$ cat src/rtl/countdown_pkg.sv
// Shared state encoding, digit limits and preset clamping for the M:SS.cc countdown.
package countdown_pkg;

  localparam logic [1:0] IDLE    = 2'd0;
  localparam logic [1:0] RUNNING = 2'd1;
  localparam logic [1:0] PAUSED  = 2'd2;
  localparam logic [1:0] EXPIRED = 2'd3;

  localparam logic [3:0] CS_MAX       = 4'd9;
  localparam logic [3:0] SEC_ONES_MAX = 4'd9;
  localparam logic [3:0] SEC_TENS_MAX = 4'd5;

  // Forces every field of a BCD preset into its legal range so the digits stay displayable.
  function automatic logic [19:0] clamp_preset(input logic [19:0] p, input logic [3:0] max_min);
    logic [3:0] mn, st, so, ct, co;
    mn = (p[19:16] > max_min)      ? max_min      : p[19:16];
    st = (p[15:12] > SEC_TENS_MAX) ? SEC_TENS_MAX : p[15:12];
    so = (p[11:8]  > SEC_ONES_MAX) ? SEC_ONES_MAX : p[11:8];
    ct = (p[7:4]   > CS_MAX)       ? CS_MAX       : p[7:4];
    co = (p[3:0]   > CS_MAX)       ? CS_MAX       : p[3:0];
    return {mn, st, so, ct, co};
  endfunction

endpackage

$ cat src/rtl/countdown_sequencer_bcd_down_digit.sv
// One loadable BCD down-counting digit; borrow_out requests a decrement from the next digit up.
module bcd_down_digit #(
  parameter logic [3:0] MAX = 4'd9
) (
  input  logic       clock,
  input  logic       reset,
  input  logic       load,
  input  logic [3:0] load_val,
  input  logic       dec_en,
  output logic [3:0] value,
  output logic       borrow_out
);

  assign borrow_out = dec_en && (value == 4'd0);

  always_ff @(posedge clock) begin
    if (reset) begin
      value <= 4'd0;
    end else if (load) begin
      value <= load_val;
    end else if (dec_en) begin
      value <= (value == 4'd0) ? MAX : value - 4'd1;
    end
  end

endmodule

$ cat src/rtl/countdown_sequencer.sv
// Run/pause/clear controller for the 5-digit M:SS.cc countdown; digits feed the hex decoders directly.
module countdown_sequencer
  import countdown_pkg::*;
#(
  parameter int MAX_MIN     = 2,
  parameter int AUTO_RELOAD = 0
) (
  input  logic        clock,
  input  logic        reset,
  input  logic        tick,
  input  logic        start,
  input  logic        pause,
  input  logic        clear,
  input  logic [19:0] preset,
  output logic [3:0]  digit4,
  output logic [3:0]  digit3,
  output logic [3:0]  digit2,
  output logic [3:0]  digit1,
  output logic [3:0]  digit0,
  output logic        running,
  output logic        paused,
  output logic        expired,
  output logic        out_pulse
);

  localparam logic [3:0] MIN_MAX = 4'(MAX_MIN);

  logic [1:0]  state, state_nxt;
  logic [19:0] shadow;
  logic [19:0] clamped;
  logic [19:0] cur;
  logic [19:0] load_val;
  logic        load, dec, expire;
  logic        b0, b1, b2, b3, b4;

  assign clamped = clamp_preset(preset, MIN_MAX);
  assign cur     = {digit4, digit3, digit2, digit1, digit0};

  // Strict command priority: clear > pause > start > tick.
  always_comb begin
    state_nxt = state;
    load      = 1'b0;
    load_val  = clamped;
    dec       = 1'b0;
    expire    = 1'b0;
    if (clear) begin
      state_nxt = IDLE;
      load      = 1'b1;
      load_val  = 20'd0;
    end else if (pause) begin
      if (state == RUNNING) state_nxt = PAUSED;
    end else if (start && (state == IDLE || state == EXPIRED)) begin
      if (clamped != 20'd0) begin
        load      = 1'b1;
        state_nxt = RUNNING;
      end
    end else if (start && state == PAUSED) begin
      state_nxt = RUNNING;
    end else if (tick && state == RUNNING) begin
      // Zero while RUNNING only occurs after an auto-reload expiry: this tick reloads instead.
      if (cur == 20'd0) begin
        if (AUTO_RELOAD != 0) begin
          load     = 1'b1;
          load_val = shadow;
        end
      end else begin
        dec = 1'b1;
        if (cur == 20'h00001) begin
          expire = 1'b1;
          if (AUTO_RELOAD == 0) state_nxt = EXPIRED;
        end
      end
    end
  end

  always_ff @(posedge clock) begin
    if (reset) begin
      state     <= IDLE;
      running   <= 1'b0;
      paused    <= 1'b0;
      expired   <= 1'b0;
      out_pulse <= 1'b0;
    end else begin
      state     <= state_nxt;
      running   <= (state_nxt == RUNNING);
      paused    <= (state_nxt == PAUSED);
      expired   <= (state_nxt == EXPIRED);
      out_pulse <= expire;
    end
  end

  always_ff @(posedge clock) begin
    if (load && !clear && state != RUNNING) shadow <= clamped;
  end

  bcd_down_digit #(.MAX(CS_MAX)) u_cs_ones (
    .clock(clock), .reset(reset), .load(load), .load_val(load_val[3:0]),
    .dec_en(dec), .value(digit0), .borrow_out(b0)
  );

  bcd_down_digit #(.MAX(CS_MAX)) u_cs_tens (
    .clock(clock), .reset(reset), .load(load), .load_val(load_val[7:4]),
    .dec_en(b0), .value(digit1), .borrow_out(b1)
  );

  bcd_down_digit #(.MAX(SEC_ONES_MAX)) u_sec_ones (
    .clock(clock), .reset(reset), .load(load), .load_val(load_val[11:8]),
    .dec_en(b1), .value(digit2), .borrow_out(b2)
  );

  bcd_down_digit #(.MAX(SEC_TENS_MAX)) u_sec_tens (
    .clock(clock), .reset(reset), .load(load), .load_val(load_val[15:12]),
    .dec_en(b2), .value(digit3), .borrow_out(b3)
  );

  // Minutes never borrow further: the count stops or reloads at zero.
  bcd_down_digit #(.MAX(MIN_MAX)) u_min (
    .clock(clock), .reset(reset), .load(load), .load_val(load_val[19:16]),
    .dec_en(b3), .value(digit4), .borrow_out(b4)
  );

  logic unused_borrow;
  assign unused_borrow = b4;

endmodule
$ cat config.mk
export PLATFORM = sky130hd
export DESIGN_NAME = countdown_sequencer
export DESIGN_NICKNAME = d
export VERILOG_FILES = /design/src/rtl/countdown_pkg.sv /design/src/rtl/countdown_sequencer_bcd_down_digit.sv /design/src/rtl/countdown_sequencer.sv
export SDC_FILE = /design/constraint.sdc
export NUM_CORES = 1
export LEC_CHECK = 0
export ABC_CLOCK_PERIOD_IN_PS = 2700
export BUFFER_PORTS_ARGS = -buffer_cell sky130_fd_sc_hd__buf_2
export CORE_UTILIZATION = 46
export CTS_CLUSTER_DIAMETER = 50
export DETAILED_ROUTE_END_ITERATION = 16
export PLACE_DENSITY = 0.72
export SLEW_MARGIN = 0
export SYNTH_ARGS = -nofsm -noshare
export SYNTH_HDL_FRONTEND = slang
export SYNTH_SLANG_ARGS = --single-unit
$ cat constraint.sdc
create_clock -name clock -period 2.7 [get_ports clock]
set_clock_uncertainty 0.15 [all_clocks]
set_input_delay 0.135 -clock clock [delete_from_list [all_inputs] [get_ports clock]]
set_output_delay 0.135 -clock clock [all_outputs]
set_load 0.01 [all_outputs]
* Word-level counts from Yosys, hierarchy flattened
Cells that the tools add are included.
** Operators by class
- Reductions and logical operators :: 22
- Bitwise gates (word level) :: 1
- $lt $le $gt $ge :: 5
- Multiplexer cells :: 41
- $add $sub $neg :: 5
- Equal/unequal tests :: 7
** Operators by type and width (count)
- 4-bit 2-to-1 mux :: 20
- 20-bit by 1-bit equality test with 1-bit output, second input constant :: 1
- 20-bit zero test :: 1
- 4-bit zero test :: 5
- 20-bit 2-to-1 mux :: 1
- 20-bit nonzero test :: 1
- 4-bit by 1-bit subtractor with 4-bit output, second input constant :: 5
- 2-bit 2-to-1 mux :: 9
- 4-bit greater-than comparator, second input constant :: 3
- 1-bit 2-to-1 mux :: 11
- 2-bit nonzero test :: 5
- 2-bit equality test, second input constant :: 4
- 1-bit logical AND :: 7
- 7-bit OR reduction :: 1
- 2-bit by 1-bit equality test with 1-bit output, second input constant :: 2
- 4-bit by 2-bit greater-than comparator with 1-bit output, second input constant :: 1
- 4-bit by 3-bit greater-than comparator with 1-bit output, second input constant :: 1
- 2-bit zero test :: 1
- 1-bit logical OR :: 1
- 1-bit NOT :: 1
** Word-level totals
- Flip-flop bits (word level) :: 26
- Output and inout bits :: 24
- Input bits :: 26
- Word-level logic and storage cells :: 91

* Logic depth before layout (Yosys ltp)
- Word-level depth :: 13
- Depth in mapped cells :: 8
- Depth with buffers taken out :: 7

* By module
A second synthesis with hierarchy kept.
** Second synthesis, totals
- Cells, all modules :: 209
- Area total of the unflattened synthesis :: 1722.9 um^2
** By module, submodules not included
- bcd_down_digit at u_cs_ones ... :: area an instance 221.5 um^2, cells each 24, times used 3
- countdown_sequencer :: area an instance 595.6 um^2, cells each 82, times used 1
- bcd_down_digit at u_min :: area an instance 259.0 um^2, cells each 32, times used 1
- bcd_down_digit at u_sec_tens :: area an instance 203.9 um^2, cells each 23, times used 1

* Worst setup path after synthesis
No wires, ideal clock.
- Path type :: flip-flop to flip-flop
- Start point :: register u_min.value[0]
- End point :: register u_cs_tens.value[2]
- Stages on the path, launching flop included :: 8
- Data required time :: 2.455 ns
- Slack :: 0.407 ns
- Setup time :: 0.095 ns
- Arrival time :: 2.047 ns
- Period minus slack after synthesis :: 2.293 ns
- Cells stage by stage :: dfxtp_1 > inv_1 > ha_1 > nor4b_1 > nand3_1 > or2_2 > a31o_2 > a221oi_1
** Between the ends
- Longest elaborated chain between the ends :: 9
** Ends and longest elaborated chain
- from (decl) :: line countdown_sequencer_bcd_down_digit.sv:10 : output logic [3:0] value,
- from (signal assigned) :: line countdown_sequencer_bcd_down_digit.sv:20 : value <= load_val;
- from (signal assigned) :: line countdown_sequencer_bcd_down_digit.sv:22 : value <= (value == 4'd0) ? MAX : value - 4'd1;
- 20-bit zero test :: line countdown_sequencer.sv:61 : if (cur == 20'd0) begin
- 1-bit 2-to-1 mux :: line countdown_sequencer.sv:61
- 1-bit 2-to-1 mux :: line countdown_sequencer.sv:59 : end else if (tick && state == RUNNING) begin
- 1-bit 2-to-1 mux :: line countdown_sequencer.sv:57 : end else if (start && state == PAUSED) begin
- 1-bit 2-to-1 mux :: line countdown_sequencer.sv:52 : end else if (start && (state == IDLE || state == EXPIRED)) begin
- 1-bit 2-to-1 mux :: line countdown_sequencer.sv:50 : end else if (pause) begin
- 1-bit 2-to-1 mux :: line countdown_sequencer.sv:46 : if (clear) begin
- 1-bit logical AND :: line countdown_sequencer_bcd_down_digit.sv:14 : assign borrow_out = dec_en && (value == 4'd0);
- 2-bit nonzero test (no source line)
- to (signal assigned) :: line countdown_sequencer_bcd_down_digit.sv:20
- to (signal assigned) :: line countdown_sequencer_bcd_down_digit.sv:22
- to (decl) :: line countdown_sequencer_bcd_down_digit.sv:10
No other way between the ends.
A chain may end at the register's enable or synchronous reset.

* Worst setup path in the final report
- Start point :: register state[0]
- End point :: register u_sec_tens.value[2]
** Between the ends
- Longest elaborated chain between the ends :: 11
- Elaborated cells between the ends (all ways) :: 21
- Those cells by class :: eq/ne: 3; mux: 9; reduce/logical: 9
** Ends and longest elaborated chain
- from (decl) :: line countdown_sequencer.sv:28 : logic [1:0] state, state_nxt;
- from (signal assigned) :: line countdown_sequencer.sv:84 : state <= state_nxt;
- 2-bit by 1-bit equality test with 1-bit output :: line countdown_sequencer.sv:59
- 1-bit logical AND :: line countdown_sequencer.sv:59
- 1-bit 2-to-1 mux :: line countdown_sequencer.sv:59
- 1-bit 2-to-1 mux :: line countdown_sequencer.sv:57
- 1-bit 2-to-1 mux :: line countdown_sequencer.sv:52
- 1-bit 2-to-1 mux :: line countdown_sequencer.sv:50
- 1-bit 2-to-1 mux :: line countdown_sequencer.sv:46
- 1-bit logical AND (3 in series) :: line countdown_sequencer_bcd_down_digit.sv:14
- 2-bit nonzero test (no source line)
- to (signal assigned) :: line countdown_sequencer_bcd_down_digit.sv:20
- to (signal assigned) :: line countdown_sequencer_bcd_down_digit.sv:22
- to (decl) :: line countdown_sequencer_bcd_down_digit.sv:10
Several ways; a longest one is shown, not always the timed one.

==> flow_metrics.tcl <==
set metrics [dict create \
    tritoncts "yes" \
    fp.dieH_um 63.6 \
    antenna_cells 0 \
    crit_fanout 5 \
    avgRoutedWirePerCell_um 15.1 \
    final_common_cell "buf_2" \
    worst-setup-path-type "reg2reg" \
    grt_overflow 0 \
    period_share 0.923 \
    start_kind "flip-flop" \
    whs_ns 0.000635 \
    dieArea_um2 4040 \
    clk_pin_slew_ns 0.09 \
    nets 302 \
    synthCells 218 \
    die_w_um 63.6 \
    yosys_warnings 0 \
    synth-edff-count 0 \
    rsz0062_at_grt "false" \
    worstMarginPinSlew_ns 0.578 \
    drv_cap 0 \
    final_antenna_net_count 0 \
    crit_required_ns 2.76 \
    numCtsBuffers 3 \
    hp-class "in2reg" \
    ir_worst_vdd_v 0.000175 \
    cts_sinks 26 \
    status "finished clean" \
    syn_nets 249 \
    syn_avg_cell_area_um2 8.00 \
    power.density_nw_per_um2 398 \
    cts_buffer_depth 2 \
    hpwl_um 3580 \
    htree_levels 1 \
    area_growth_pct 22.6 \
    io_pins 50 \
    start_util 0.503 \
    drtIter0Drc 119 \
    max_slew_margin 0.614 \
    timing.fmax_mhz 401 \
    worstHoldStart "preset[2]" \
    setup_viol 0 \
    seq_area_frac_synth 0.299 \
    ys_ff_latch 26 \
    first_pass_iters 4 \
    drv_slew 0 \
    place_congestion 0.863 \
    post_cts_buffers 0 \
    drive_above_1_share 0.253 \
    leakage_nw 0.875 \
    r2r-start "state[0]$_SDFF_PP0_" \
    synth_cell_types 51 \
    min_period_ns 2.49 \
    grt_pass1_vias 1687 \
    grt_pass1_wl_um 7740 \
    synth_area_um2 1740 \
    clk_latency_ns 0.27 \
    grt_max_degree 18 \
    wirelength_um 4740 \
    worstSetupEndpointType "flip-flop" \
    ys_async_sr_fraction 0 \
    viasPerCell 6.03 \
    final_cell_mix "49 x buf_2, 26 x dfxtp_1, 20 x nor2_1" \
    hold_violations 0 \
    route.detailed.drc 0 \
    groute.usage.overall 0.242 \
    rows 21 \
    cts_root_buf "clkbuf_8" \
    synth_flop_cell "dfxtp_1" \
    via_count 1898 \
    cp.arrival_ns 2.55 \
    antenna_found_initial 0 \
    fin_setup_tns_ns 0 \
    core_um2 3470 \
    critPathLaunch "state[0]$_SDFF_PP0_" \
    port_buffers 49 \
]
==> timing repair <==
item | 4_1_cts | 5_1_grt
hold buffers | 2 | 0
endpoints found under the hold margin | 2 | 0
endpoints found under the setup margin | 0 | 14
resized for setup | 0 | 3
==> stage by stage <==
| stage | util | instances | total power, W | area (µm²) | setup WS, ns |
|---|---|---|---|---|---|
| after floorplan | - | 218 | 0.000549 | 1740 | 0.407 |
| after global placement | 0.593 | 310 | 0.000624 | 2060 | 0.129 |
| after detailed placement | 0.593 | 310 | 0.000624 | 2060 | 0.0518 |
| after CTS | 0.611 | 315 | 0.000845 | 2120 | 0.0338 |
| after global routing | 0.616 | 315 | 0.000889 | 2140 | 0.0947 |
| final | 0.616 | 315 | 0.000850 | 2140 | 0.207 |
==> cell type report <==
| cell class | instances | area [µm²] |
|---|---|---|
| fill | 366 | 1330 |
| multi-input combinational | 171 | 1160 |
| sequential | 26 | 520 |
| timing repair buffer | 58 | 318 |
| tap | 46 | 57.6 |
| clock buffer | 3 | 41.3 |
| inverter | 11 | 41.3 |
==> sequential cells by signal, indices dropped and copies added (netlist names) <==
| name | flops |
|---|---|
| out_pulse | 1 |
| state | 2 |
| paused | 1 |
| u_sec_ones.value | 4 |
| u_cs_tens.value | 4 |
| u_min.value | 4 |
| running | 1 |
| u_cs_ones.value | 4 |
| u_sec_tens.value | 4 |
| expired | 1 |
==> cells in the mapped netlist, types with 5 or more instances <==
library cell,n,area share
or3_1,5,0.018
nor4_1,8,0.029
o21ai_0,7,0.020
o31ai_1,7,0.030
nand3b_1,8,0.034
ha_1,5,0.036
a21oi_1,14,0.040
clkbuf_1,7,0.015
nor2_1,20,0.043
nand2_1,7,0.015
dfxtp_1,26,0.30
inv_1,11,0.024
nor3_1,14,0.040
a211oi_1,8,0.034
==> worst max-delay path, cell delays in order, from the launching register on <==
cell and delay, ns:
dfxtp_1 0.40, inv_1 0.10, ha_1 0.36, nor2b_1 0.23
o2111ai_1 0.31, nor2_1 0.24, or4b_1 0.46, a31oi_1 0.17
==> metal layers <==
| metal | up-vias | global-route usage | routed length, µm |
|---|---|---|---|
| li1 | 948 | - | - |
| met2 | 66 | 0.395 | 2190 |
| met1 | 879 | 0.327 | 2220 |
| met5 | - | 0 | 0 |
| met3 | 5 | 0.0272 | 277 |
| met4 | 0 | 0.0824 | 55 |
==> cell families (layout without fill, tap and decap cells) <==
logic type | after synthesis | after routing | share of synthesized area
flip-flops | 26 | 26 | 0.299
buffers and inverters | 21 | 72 | 0.0474
adder cells (fa/ha/maj) | 5 | 5 | 0.0359
XOR/XNOR | 1 | 1 | 0.00503
AO/OA/AOI/OAI | 66 | 66 | 0.270
AND/OR/NAND/NOR | 95 | 95 | 0.320
multiplexers | 4 | 4 | 0.0230
==> report_power, final <==
group          internal (W)  leakage [nW]  switching (W)
Combinational     0.0000901         0.642       0.000115
Sequential         0.000397         0.212      0.0000209
Clock              0.000100        0.0216       0.000126
==> final timing paths <==
| path | to | slack [ns] | depth (start not counted) |
|---|---|---|---|
| worst max-delay path | u_sec_tens.value[2]$_SDFFE_PP0P_ | 0.21 | 7 |
| worst min register to register | u_sec_tens.value[3]$_SDFFE_PP0P_ | 0.39 | 2 |
| worst min-delay path | u_cs_ones.value[2]$_SDFFE_PP0P_ | 0.0006 | 3 |
| worst max register to register | u_sec_tens.value[2]$_SDFFE_PP0P_ | 0.21 | 7 |
No activity file was read; power rests on OpenSTA's default activity.
